--- config.mk ---
export PLATFORM = sky130hd
export DESIGN_NAME = result_bcd_conv
export DESIGN_NICKNAME = d
export VERILOG_FILES = /design/src/rtl/result_bcd_conv_pkg.sv /design/src/rtl/bcd_add3_nibble.sv /design/src/rtl/result_bcd_conv.sv
export SDC_FILE = /design/constraint.sdc
export NUM_CORES = 1
export LEC_CHECK = 0
export ABC_AREA = 0
export BUFFER_PORTS_ARGS = -buffer_cell sky130_fd_sc_hd__buf_4
export CAP_MARGIN = 20
export CORE_MARGIN = 4
export CORE_UTILIZATION = 45
export DETAILED_ROUTE_END_ITERATION = 8
export GPL_ROUTABILITY_DRIVEN = 1
export GPL_TIMING_DRIVEN = 0
export PLACE_DENSITY = 0.61
export SLEW_MARGIN = 10
export SYNTH_ARGS = -nofsm -noshare
export SYNTH_HDL_FRONTEND = slang
export SYNTH_HIERARCHICAL = 1
export SYNTH_SLANG_ARGS = --single-unit
export TNS_END_PERCENT = 5
--- constraint.sdc ---
create_clock -name clk -period 2.31 [get_ports clk]
set_input_delay 0.693 -clock clk [delete_from_list [all_inputs] [get_ports clk]]
set_output_delay 0.693 -clock clk [all_outputs]
set_load 0.05 [all_outputs]
--- src/rtl/result_bcd_conv_pkg.sv ---
// result_bcd_conv_pkg: shared constants and types for the result-to-BCD converter
package result_bcd_conv_pkg;

    localparam int RESULT_W   = 32;
    localparam int BCD_DIGITS = 10;

    typedef logic [3:0] bcd_digit_t;

    typedef enum logic [1:0] {IDLE, SHIFT, DONE} conv_state_t;

endpackage

--- src/rtl/bcd_add3_nibble.sv ---
// bcd_add3_nibble: double-dabble digit correction, adds 3 to a nibble of 5 or more
module bcd_add3_nibble
    import result_bcd_conv_pkg::*;
(
    input  bcd_digit_t d,
    output bcd_digit_t q
);

    assign q = (d >= 4'd5) ? d + 4'd3 : d;

endmodule

--- src/rtl/result_bcd_conv.sv ---
// result_bcd_conv: signed result to packed BCD magnitude plus sign, one bit per clock
// Optional leading-zero blank mask enabled by defining RESULT_BCD_BLANK_EN.
module result_bcd_conv
    import result_bcd_conv_pkg::*;
#(
    parameter int W      = RESULT_W,
    parameter int DIGITS = BCD_DIGITS
) (
    input  logic                clk,
    input  logic                rst_n,
    input  logic                in_valid,
    output logic                in_ready,
    input  logic [W-1:0]        in_result,
    input  logic                in_valid_res,
    output logic                out_valid,
    input  logic                out_ready,
    output logic [4*DIGITS-1:0] out_bcd,
    output logic                out_neg,
    output logic                out_err,
    output logic [DIGITS-1:0]   out_blank
);

    localparam int CW = $clog2(W);

    conv_state_t         state, state_nxt;
    logic [CW-1:0]       cnt;
    logic [W-1:0]        mag;
    logic [4*DIGITS-1:0] bcd, adj, bcd_nxt;
    logic                neg, err;
    logic                accept, last;

    assign accept  = in_valid && in_ready;
    assign last    = (state == SHIFT) && (cnt == '0);
    assign bcd_nxt = {adj[4*DIGITS-2:0], mag[W-1]};

    for (genvar i = 0; i < DIGITS; i++) begin : g_add3
        bcd_add3_nibble u_add3 (
            .d(bcd[4*i +: 4]),
            .q(adj[4*i +: 4])
        );
    end

    // state register
    always_ff @(posedge clk or negedge rst_n) begin
        if (!rst_n) state <= IDLE;
        else        state <= state_nxt;
    end

    // next-state: accept -> shift W bits -> hold until consumer takes it
    always_comb begin
        state_nxt = accept                           ? SHIFT :
                    last                             ? DONE  :
                    (state == DONE && out_ready)     ? IDLE  : state;
    end

    // handshake outputs decoded from the state register only
    always_comb begin
        in_ready  = (state == IDLE);
        out_valid = (state == DONE);
    end

    // capture operand, run shift-add-3, publish result on entry to DONE
    always_ff @(posedge clk or negedge rst_n) begin
        if (!rst_n) begin
            cnt     <= '0;
            mag     <= '0;
            bcd     <= '0;
            neg     <= 1'b0;
            err     <= 1'b0;
            out_bcd <= '0;
            out_neg <= 1'b0;
            out_err <= 1'b0;
        end else if (accept) begin
            mag <= in_result[W-1] ? -in_result : in_result;
            neg <= in_result[W-1];
            err <= ~in_valid_res;
            bcd <= '0;
            cnt <= CW'(W - 1);
        end else if (state == SHIFT) begin
            bcd <= bcd_nxt;
            mag <= {mag[W-2:0], 1'b0};
            cnt <= cnt - CW'(1);
            if (last) begin
                out_bcd <= bcd_nxt;
                out_neg <= neg;
                out_err <= err;
            end
        end
    end

`ifdef RESULT_BCD_BLANK_EN
    logic [DIGITS-1:0] blank_nxt;

    // digit i blanks when it and every higher digit are zero; units never blank
    always_comb begin
        logic z;
        z         = 1'b1;
        blank_nxt = '0;
        for (int i = DIGITS - 1; i >= 1; i--) begin
            z            = z && (bcd_nxt[4*i +: 4] == 4'd0);
            blank_nxt[i] = z;
        end
    end

    // blank mask registered alongside the digits on entry to DONE
    always_ff @(posedge clk or negedge rst_n) begin
        if (!rst_n)    out_blank <= '0;
        else if (last) out_blank <= blank_nxt;
    end
`else
    assign out_blank = '0;
`endif

endmodule

==> flow_summary.json <==
{
  "outcome": "complete, but fails checks",
  "violations": "negative setup slack",
  "gr-usage-all-layers_pct": 18.9,
  "row_count": 44,
  "power_density_mw_per_mm2": 626,
  "clockBufferDepth": 2,
  "crit_slowest_cell": "or4_4",
  "fmax_ghz": 0.429,
  "grt_pass1_wl_microns": 25700,
  "grt_pass1_vias": 5341,
  "clkSlewWorstSetupHoldPaths_ns": 0.05,
  "nets": 897,
  "antenna_found_initial": 0,
  "wl_per_cell_microns": 15.1,
  "crit_arrival_ns": 2.59,
  "cp_max_fo": 8,
  "placed_area_sq_mm": 0.00763,
  "max_stage_delay_ns": 0.56,
  "worstSetupStartpointType": "primary input",
  "cap_violations": 0,
  "routed_via_density": 5.26,
  "drt_iter0_markers": 298,
  "worstSetupPathType": "in -> reg",
  "setup_slack_ns": -0.0185,
  "worst_pin_slew_ns": 0.753,
  "synth_area_per_cell_sq_um": 9.19,
  "final_util_pct": 57.2,
  "syn_inst": 730,
  "finalMaxSlewViolations": 0,
  "leakagePower_uw": 0.00414,
  "r2r_cells": 6,
  "cp_num_buf_inv": 2,
  "cts_buffers": 17,
  "rr_startpoint": "state[0]$_DFFE_PN0P_",
  "stdcell_count": 1034,
  "relSlewSlack_pct": 49.8,
  "ant_nets": 0,
  "syn-cell-area_sq_mm": 0.00671,
  "fin_crit_ns": 2.33,
  "path_cells": "buf_4, or4_4, or4_4, buf_6, o41ai_2, xor2_1, a21oi_1",
  "cts.sinks": 123,
  "cp.required_ns": 2.58,
  "ctsHoldBuffers": 0,
  "clock-root-buffer": "clkbuf_16",
  "yosys_warnings": 6,
  "ios": 91,
  "period_share_pct": 101,
  "design_area_sq_mm": 0.00835,
  "end_kind": "flip-flop",
  "rrSetupSlack_ns": 0.13,
  "vias": 5444,
  "path_common_cell": "or4_4",
  "drtPass1Iterations": 5,
  "core-area_sq_mm": 0.0146,
  "grt_max_degree": 66,
  "die_x_microns": 130,
  "hold_viol_final": 0,
  "rsz0062_at_grt": "yes",
  "ir_drop_uv": 488,
  "wl_microns": 15700,
  "area_growth_pct": 24.4,
  "diodes": 0,
  "rr_endpoint": "bcd[26]$_DFFE_PN0P_",
  "hold_class": "in -> async",
  "globalplace.congestion": 0.913,
  "n_fill_cell": 1244,
  "clk_latency_ns": 0.41,
  "grt.overflow.total": 0,
  "cts_tree": "done",
  "placed_cells": 1003,
  "hpwlAfterDp_microns": 11500,
  "htree_levels": 4,
  "io_buffers": 79,
  "worst_hold_slack_ns": 0.250,
  "drc_errors": 0,
  "cp_top_family": "simple AND/OR/NAND/NOR gates",
  "start_util_pct": 46.0,
  "finalSetupViolCount": 4,
  "drive_gt1_share_pct": 23.2,
  "dieArea_sq_mm": 0.0169,
  "pre_cts_ws_ns": -0.546,
  "die_h_microns": 130,
  "fin_skew_ns": 0.00979
}
[metal layers]
metal  GRT usage [%]  wire length, microns
met4            6.54                   196
met1            24.5                  7030
met5               0                     0
met2            31.9                  7760
met3            3.56                   681
[how the worst max path moves through the flow]
stage                          end  slack [ns]  cells after the start         start
6_report       mag[23]$_DFFE_PN0P_       -0.02                      7  in_result[7]
5_1_grt        mag[17]$_DFFE_PN0P_       -0.08                      7  in_result[7]
4_1_cts        mag[23]$_DFFE_PN0P_       -0.01                      7  in_result[7]
3_5_place_dp   mag[30]$_DFFE_PN0P_       -0.55                      9  in_result[0]
3_3_place_gp   mag[24]$_DFFE_PN0P_       -0.52                      9  in_result[0]
2_1_floorplan  mag[19]$_DFFE_PN0P_       -0.20                      6  in_result[7]
[where the power goes]
part           switching (uW)  total (uW)  internal [uW]
logic                     172         276            105
clock network             912        2790           1880
registers                   0        2160           2160
total                    1080        5230           4140
[through the flow]
step | TNS, ns | total power, uW
6_report | -0.0518 | 5230
4_1_cts | -0.0270 | 5270
2_1_floorplan | -2.46 | 2320
3_3_place_gp | -8.35 | 2450
3_5_place_dp | -9.71 | 2460
5_1_grt | -0.892 | 5390
[cells in the final DEF, fill, tap and decap left out, types with 4 or more instances in the layout]
cell       count
nand2_1      185
dfrtp_1      123
buf_4         89
o21ai_0       66
mux2_2        42
clkbuf_1      29
inv_1         25
nand2b_1      22
ha_1          22
nor2_1        21
xor2_1        20
xnor2_1       19
clkbuf_16     17
a21oi_1       16
and3_1        15
mux2i_1       13
o21ai_1       11
conb_1        10
a21oi_2       10
nand3_1        6
or3_1          6
a31oi_1        6
nor3_1         5
o31ai_1        5
a22oi_1        5
o41ai_2        4
buf_1          4
bufinv_16      4
[flip-flops by register name, summed over array words and instances, names as in the netlist]
register,flops
bcd,40
out_bcd,40
mag,32
cnt,5
state,2
err,1
neg,1
out_err,1
out_neg,1
[final cells by class]
class	count	area [sq um]	share of cell area [%]
multi-input cells	543	3460	41.4
plain buffers	47	236	2.83
repair buffers	81	632	7.57
clock inverters	7	138	1.65
clock buffers	24	482	5.77
inverters	25	93.8	1.12
well taps	184	230	2.76
flip-flops and latches	123	3080	36.9
[timing repair]
| item | CTS | global route |
|---|---|---|
| setup endpoints to repair | 58 | 41 |
| setup buffers | 0 | 1 |
| cloned | 0 | 0 |
| pin swaps | 1 | 3 |
| gates resized for setup | 11 | 8 |
(Power assumes the default switching activity.)
